### config.mk
export PLATFORM = sky130hd
export DESIGN_NAME = spi_target
export DESIGN_NICKNAME = d
export VERILOG_FILES = /design/src/rtl/spi_target.sv
export SDC_FILE = /design/constraint.sdc
export NUM_CORES = 1
export LEC_CHECK = 0
export CAP_MARGIN = 20
export CORE_AREA = 5 5 83 78
export CTS_BUF_LIST = sky130_fd_sc_hd__clkbuf_8 sky130_fd_sc_hd__clkbuf_16
export DETAILED_ROUTE_END_ITERATION = 12
export DIE_AREA = 0 0 88 83
export GPL_TIMING_DRIVEN = 0
export PLACE_DENSITY_LB_ADDON = 0.2
export SLEW_MARGIN = 30
export SYNTH_ARGS = -nofsm -noshare
export SYNTH_HDL_FRONTEND = slang
export SYNTH_SLANG_ARGS = --single-unit
### constraint.sdc
create_clock -name clk -period 2.1 [get_ports clk]
set_input_delay 0.315 -clock clk [delete_from_list [all_inputs] [get_ports clk]]
set_output_delay 0.315 -clock clk [all_outputs]
set_load 0.05 [all_outputs]
### src/rtl/spi_target.sv
// spi_target: SPI mode-0 target exposing one 16-bit memory-mapped register.
// The initiator pins are sampled in the clk domain through synchronizers.
//
// Ports:
//   clk     system clock
//   resetx  asynchronous active-low reset
//   load    register write strobe
//   in      write data: in[8]=1 clears RX status, in[8]=0 loads TX byte in[7:0]
//   out     {rx_empty, frame_active, overrun, tx_pending, 4'b0, rx_byte}
//   SCK     initiator serial clock (idles low)
//   CSX     initiator chip select, active low
//   SDI     initiator-to-target data
//   SDO     target-to-initiator data
//   SDO_OE  tristate enable for SDO, high while a frame is active
module spi_target #(
  parameter int unsigned SYNC_STAGES = 2,
  parameter logic [7:0]  IDLE_BYTE   = 8'hFF
) (
  input  logic        clk,
  input  logic        resetx,
  input  logic        load,
  input  logic [15:0] in,
  output logic [15:0] out,
  input  logic        SCK,
  input  logic        CSX,
  input  logic        SDI,
  output logic        SDO,
  output logic        SDO_OE
);

  typedef enum logic {
    IDLE,
    ACTIVE
  } state_t;

  state_t state, state_n;

  logic [SYNC_STAGES-1:0] sck_sync, cs_sync, sdi_sync;
  logic                   sck_s, cs_s, sdi_s;
  logic                   sck_d, cs_d;
  logic                   sck_rise, sck_fall, cs_fall, cs_rise;
  logic [SYNC_STAGES:0]   valid_sr;
  logic                   armed;

  logic                   start, stop, rise_en, fall_en;
  logic [2:0]             bitcnt;
  logic [7:0]             tx_shift, tx_buf, rx_shift, rx_data;
  logic                   tx_pending, rx_empty, overrun;
  logic [7:0]             reload_byte, rx_next;
  logic                   clear, tx_write;
  logic                   unused_in;

  assign sck_s = sck_sync[SYNC_STAGES-1];
  assign cs_s  = cs_sync[SYNC_STAGES-1];
  assign sdi_s = sdi_sync[SYNC_STAGES-1];

  // Synchronizers, edge-detect flops and registered edge pulses.
  always_ff @(posedge clk or negedge resetx) begin
    if (!resetx) begin
      sck_sync <= '0;
      cs_sync  <= '1;
      sdi_sync <= '0;
      sck_d    <= 1'b0;
      cs_d     <= 1'b1;
      sck_rise <= 1'b0;
      sck_fall <= 1'b0;
      cs_fall  <= 1'b0;
      cs_rise  <= 1'b0;
      valid_sr <= '0;
      armed    <= 1'b0;
    end else begin
      sck_sync <= {sck_sync[SYNC_STAGES-2:0], SCK};
      cs_sync  <= {cs_sync[SYNC_STAGES-2:0], CSX};
      sdi_sync <= {sdi_sync[SYNC_STAGES-2:0], SDI};
      sck_d    <= sck_s;
      cs_d     <= cs_s;
      sck_rise <= sck_s & ~sck_d;
      sck_fall <= ~sck_s & sck_d;
      cs_fall  <= ~cs_s & cs_d;
      cs_rise  <= cs_s & ~cs_d;
      valid_sr <= {valid_sr[SYNC_STAGES-1:0], 1'b1};
      // The chain holds reset values until it has filled with real pin
      // samples; a frame may only start once CSX has genuinely been seen high,
      // so a frame interrupted by reset is not resumed mid-byte.
      armed    <= armed | (valid_sr[SYNC_STAGES] & cs_s & cs_d);
    end
  end

  always_ff @(posedge clk or negedge resetx) begin
    if (!resetx) state <= IDLE;
    else         state <= state_n;
  end

  always_comb begin
    state_n = state;
    start   = 1'b0;
    stop    = 1'b0;
    rise_en = 1'b0;
    fall_en = 1'b0;
    case (state)
      IDLE: begin
        if (cs_fall && armed) begin
          start   = 1'b1;
          state_n = ACTIVE;
        end
      end
      ACTIVE: begin
        if (cs_rise) begin
          stop    = 1'b1;
          state_n = IDLE;
        end else begin
          rise_en = sck_rise;
          fall_en = sck_fall;
        end
      end
      default: state_n = IDLE;
    endcase
  end

  assign reload_byte = tx_pending ? tx_buf : IDLE_BYTE;
  assign rx_next     = {rx_shift[6:0], sdi_s};
  assign clear       = load & in[8];
  assign tx_write    = load & ~in[8];
  assign unused_in   = ^in[15:9];

  // Statement order encodes same-cycle priority: a clear precedes byte
  // completion, and a host TX write lands after any reload of tx_shift.
  always_ff @(posedge clk or negedge resetx) begin
    if (!resetx) begin
      bitcnt     <= '0;
      tx_shift   <= IDLE_BYTE;
      tx_buf     <= IDLE_BYTE;
      tx_pending <= 1'b0;
      rx_shift   <= '0;
      rx_data    <= '0;
      rx_empty   <= 1'b1;
      overrun    <= 1'b0;
      SDO        <= 1'b1;
      SDO_OE     <= 1'b0;
    end else begin
      if (start) begin
        bitcnt     <= '0;
        tx_shift   <= reload_byte;
        tx_pending <= 1'b0;
        SDO        <= reload_byte[7];
        SDO_OE     <= 1'b1;
      end
      if (stop) begin
        bitcnt <= '0;
        SDO_OE <= 1'b0;
      end
      if (fall_en) begin
        if (bitcnt != 3'd0) begin
          tx_shift <= {tx_shift[6:0], 1'b0};
          SDO      <= tx_shift[6];
        end else begin
          tx_shift   <= reload_byte;
          tx_pending <= 1'b0;
          SDO        <= reload_byte[7];
        end
      end
      if (clear) begin
        rx_empty <= 1'b1;
        overrun  <= 1'b0;
      end
      if (rise_en) begin
        rx_shift <= rx_next;
        bitcnt   <= bitcnt + 3'd1;
        if (bitcnt == 3'd7) begin
          if (!rx_empty && !clear) begin
            overrun <= 1'b1;
          end else begin
            rx_data  <= rx_next;
            rx_empty <= 1'b0;
          end
        end
      end
      if (tx_write) begin
        tx_buf     <= in[7:0];
        tx_pending <= 1'b1;
      end
    end
  end

  assign out = {rx_empty, (state == ACTIVE), overrun, tx_pending, 4'b0000, rx_data};

endmodule

After elaboration in Yosys (flattened, before gate mapping)
Index checks and enable logic that the tools add are counted.
Widths: inputs -> output; s select.
{"block": "word_totals", "reg_bits": 55, "word_cells": 83, "inputBits": 22, "output_inout_bits": 18}
{"block": "op_classes", "mux": 34, "n_eq_ne": 1, "n_reduce_logical": 9, "bitwise_logic": 16, "n_addsub": 1}
{"operator": "$mux 1", "n": 26}
{"operator": "$mux 7", "n": 3}
{"operator": "$mux 3", "n": 3}
{"operator": "$and 1x1->1", "n": 8}
{"operator": "$mux 8", "n": 1}
{"operator": "$not 1->1", "n": 7}
{"operator": "$reduce_bool 3->1", "n": 2}
{"operator": "$reduce_bool 2->1", "n": 2}
{"operator": "$add 3x1->3 const B", "n": 1}
{"operator": "$eq 3x3->1 const B", "n": 1}
{"operator": "$reduce_and 3->1", "n": 1}
{"operator": "$logic_and 1x1->1", "n": 2}
{"operator": "$logic_not 1->1", "n": 2}
{"operator": "$pmux 1 s2", "n": 1}
{"operator": "$or 1x1->1", "n": 1}

Longest topological paths before layout
Gate-level depths: netlist of run 1.
{"block": "logic_depth", "depth_word": 7, "depth_mapped": 6, "depth_no_buf": 5}

Least setup slack after synthesis of run 1
No wires, ideal clock.
{"block": "synth_path", "path_type": "flip-flop to flip-flop", "startpoint": "register bitcnt[0]", "endpoint": "register rx_data[1]", "n_path_buf": 0, "path_slack_ns": 0.610, "synth_period_minus_slack_ns": 1.490, "setup_ns": 0.125, "t_arrival_ns": 1.366, "stages_incl_launch_ff": 6, "required_ns": 1.975, "cell_sequence": "dfrtp_1 ha_1 ha_1 nand4b_2 nor2_4 mux2_2"}
{"block": "synth_between", "elab_chain_cells": 2}
{"item": "from (decl)", "line_no": "46", "text": "logic [2:0] bitcnt;"}
{"item": "from (signal assigned)", "line_no": "168", "text": "bitcnt <= bitcnt + 3'd1;"}
{"item": "$eq 3x3->1", "line_no": "169", "text": "if (bitcnt == 3'd7) begin"}
{"item": "$reduce_and 3->1 (no source line)"}
{"item": "to (signal assigned)", "line_no": "173", "text": "rx_data <= rx_next;"}
{"item": "to (decl)", "line_no": "47", "text": "logic [7:0] tx_shift, tx_buf, rx_shift, rx_data;"}
No other way between the ends.
A chain may end at the register's enable or synchronous reset.

Worst setup path in the final report of run 1
{"block": "layout_path", "startpoint": "register SDO", "endpoint": "output port SDO"}
{"item": "from (decl)", "line_no": "27", "text": "output logic SDO,"}
{"item": "from (signal assigned)", "line_no": "145", "text": "SDO <= reload_byte[7];"}
{"item": "from (signal assigned)", "line_no": "155", "text": "SDO <= tx_shift[6];"}
{"item": "from (signal assigned)", "line_no": "159", "text": "SDO <= reload_byte[7];"}
No word-level cell between the ends.

==> out/qor.yml, run 1 <==
run_status:
  status: "complete, no violations"
yosys:
  synth_cell_types: 32
  avgSynthCellArea_um2: 13.6
  ys_warn_count: 0
  synthCells: 172
  synth_area_um2: 2340
  yosysSeqAreaShare_pct: 59.9
  ys_ff_latch: 55
worst_setup_path:
  r2r_start: "bitcnt[0]$_DFFE_PN0P_"
  cp_num_cells: 1
  path_max_fanout: 2
  end_kind: "output port"
  cp_slowest_stage_delay_ps: 790
  cp.required_ps: 1780
  path_buf_inv: 1
  worst_r2r_path_depth: 5
  cp-startpoint: "SDO$_DFFE_PN1P_"
  cp_top_family: "buffers and inverters"
  arrival_ps: 1630
  setup.worst_path.class: "reg -> out"
  worst_setup_path_start_kind: "register"
  cpMaxStageDelayCell: "clkdlybuf4s50_1"
  crit_path_cell_trace: "clkdlybuf4s50_1"
grt:
  grt_pass1_wl_um: 7400
  grt_pass1_vias: 1549
  overflow: 0
  grt_antenna_before_repair: 0
  grt_max_degree: 56
  track_usage_pct: 12.9
route:
  ant_nets: 0
  vias_per_cell: 5.00
  firstDrtPassIters: 4
  dr.first_iter.drc_count: 79
  wl_per_cell_um: 14.9
  drc_errors: 0
  drt_wl_total_um: 4190
  vias: 1404
place:
  port_buffers: 28
  dp_hpwl_um: 2990
  dp_slack_ps: 292
  gp_routability_congestion: 0.783
  dp.cells: 273
final_layout:
  nFillCells: 483
  drive_gt1_share_pct: 36.5
  stdcell_count: 281
  final_nets: 235
  diodes: 0
  syn2layout_area_growth_pct: 19.8
floorplan:
  fp.dieW_um: 88
  die-area_um2: 7300
  die_h_um: 83
  rows: 26
  ioPinCount: 40
  start_util_pct: 42.5
  core_area_um2: 5500
clocking:
  cts-root-buf: "clkbuf_8"
  cts_setup_buffers: 0
  tritoncts: "built"
  tritoncts.num_buffers: 5
  clock_path_buffers: 2
  cts_sinks: 55
  clk_pin_slew_ps: 90
  cts_max_level: 2
  clk-insertion-delay-late_ps: 310
sta:
  fmax_mhz: 514
  setup-violations-final: 0
  fin_worst_skew_ps: 5.00
  maxSlewHeadroom_pct: 54.6
  report.final.hold_viol_count: 0
  fin_crit_sh_pct: 92.6
  rsz0062_at_grt: "no"
  fin_ws_ps: 155
  period_minus_slack_ps: 1940
  maxSlewViolCount: 0
  tightest_slew_ps: 681
power_and_ir_drop:
  leakagePower_nw: 1.25
  power-per-cell-area_nw_per_um2: 939
  p_total_mw: 2.63
  vdd_drop_max_uv: 375
min_path:
  hp-class: "in -> async"
run:
  maxCapViolCount: 0
-- area by class of cell --
| class | instances | area (µm²) | area share, % |
|---|---|---|---|
| multi-input combinational | 99 | 816 | 29.1 |
| timing repair buffer | 28 | 279 | 9.96 |
| buffer | 16 | 114 | 4.06 |
| sequential | 55 | 1400 | 50.0 |
| clock buffer | 5 | 68.8 | 2.46 |
| inverter | 5 | 18.8 | 0.670 |
| tap | 70 | 87.6 | 3.13 |
| clock inverter | 3 | 16.3 | 0.581 |
-- cell usage after synthesis --
cell,number,area share (%)
and2_4,1,0.37
nand2b_1,9,2.4
a221oi_2,1,0.64
nand3_1,8,1.7
a31o_2,2,0.75
ha_1,3,1.6
inv_1,5,0.80
nand2_1,1,0.16
mux2_2,19,9.1
clkbuf_1,1,0.16
buf_4,9,2.9
a2bb2oi_1,1,0.37
o21ai_0,3,0.64
nor3b_1,1,0.32
a21oi_1,11,2.4
nor2_4,1,0.48
dfstp_2,20,22
nand3b_4,2,1.7
dfrtp_1,35,37
buf_6,2,0.96
o22ai_1,1,0.27
buf_2,4,0.86
nor2b_1,6,1.6
and3b_1,1,0.37
conb_1,2,0.32
nand4b_2,1,0.64
nor2_1,1,0.16
nand3b_1,1,0.32
a32o_1,2,0.86
mux2_1,4,1.9
o31ai_2,7,3.7
nor3_1,7,1.5
-- per-stage QoR --
stage / hold slack (ps) / setup TNS [ps] / area (µm²) / util, %
global placement: 332 / -30810 / 2720 / 49.4
global route: 90.6 / 0 / 2800 / 51.0
finish: 32.6 / 0 / 2800 / 51.0
floorplan: 19.4 / 0 / 2350 / -
CTS: 53.3 / 0 / 2800 / 50.9
detailed placement: 336 / 0 / 2720 / 49.4
-- cells by family after synthesis --
kind of cell / Yosys count / share of synthesized area (%)
DFF: 55 / 59.9
AOI/OAI and AO/OA: 28 / 9.63
other: 2 / 0.321
and+or+nand+nor: 40 / 11.8
adders and majority gates: 3 / 1.61
buffers and inverters: 21 / 5.67
muxes: 23 / 11.1
-- per-layer routing --
metal	wire length (µm)	GRT usage, %	share of wire (%)
met2	2140	21.2	51
met1	1780	16.2	43
met3	206	3.76	4.9
met4	62	4.18	1.5
met5	0	0	0
-- state kept, by name, summed over array words and instances, names as in the netlist, 2 cells and up --
signal    flops
valid_sr      3
rx_data       8
tx_shift      7
rx_shift      7
sck_sync      2
tx_buf        8
bitcnt        3
sdi_sync      2
cs_sync       2
-- path summary, 6_finish.rpt --
check / slack (ps) / endpoint
setup / recovery: 160 / SDO
hold / removal: 30 / sdi_sync[1]$_DFF_PN0_
setup reg to reg: 420 / rx_data[1]$_DFFE_PN0P_
hold reg to reg: 360 / valid_sr[1]$_DFF_PN0_
max in group asynchronous: 1610 / sdi_sync[0]$_DFF_PN0_
min in group clk: 360 / valid_sr[1]$_DFF_PN0_
-- layout by cell type, fill, tap and decap left out, types with 2 or more instances in the layout --
| cell type | Yosys | routed |
|---|---|---|
| a21oi_1 | 11 | 11 |
| nor2b_1 | 6 | 6 |
| nand3_1 | 8 | 8 |
| buf_6 | 2 | 2 |
| o31ai_2 | 7 | 7 |
| nand3b_4 | 2 | 2 |
| o21ai_0 | 3 | 3 |
| mux2_1 | 4 | 4 |
| dfrtp_1 | 35 | 35 |
| ha_1 | 3 | 3 |
| dfstp_2 | 20 | 20 |
| buf_2 | 4 | 4 |
| conb_1 | 2 | 5 |
| clkdlybuf4s50_1 | 0 | 25 |
| nor3_1 | 7 | 7 |
| clkbuf_8 | 0 | 5 |
| a32o_1 | 2 | 2 |
| buf_4 | 9 | 10 |
| a31o_2 | 2 | 2 |
| mux2_2 | 19 | 19 |
| nand2b_1 | 9 | 9 |
| inv_1 | 5 | 6 |
-- where the power goes --
group	internal, mW	switching [mW]	leakage (nW)
combinational	0.291	0.338	0.547
sequential	1.31	0.124	0.655
clock	0.229	0.339	0.0453
total	1.83	0.801	1.25
-- timing repair --
action	CTS	global route
gates resized for setup	1	1
pin swaps	0	0
hold buffers	0	0
endpoints found under the setup margin	1	1
No activity file was read; power rests on OpenSTA's default activity.
==> run 2, diff against run 1 <==
--- a/config.mk
+++ b/config.mk
@@ -8,6 +8,7 @@
 export CAP_MARGIN = 20
 export CORE_AREA = 5 5 83 78
 export CTS_BUF_LIST = sky130_fd_sc_hd__clkbuf_8 sky130_fd_sc_hd__clkbuf_16
+export CTS_CLUSTER_SIZE = 16
 export DETAILED_ROUTE_END_ITERATION = 12
 export DIE_AREA = 0 0 88 83
 export GPL_TIMING_DRIVEN = 0
==> results of run 2 <==
The final DEF is identical to that of run 1; final timing and power are the same.
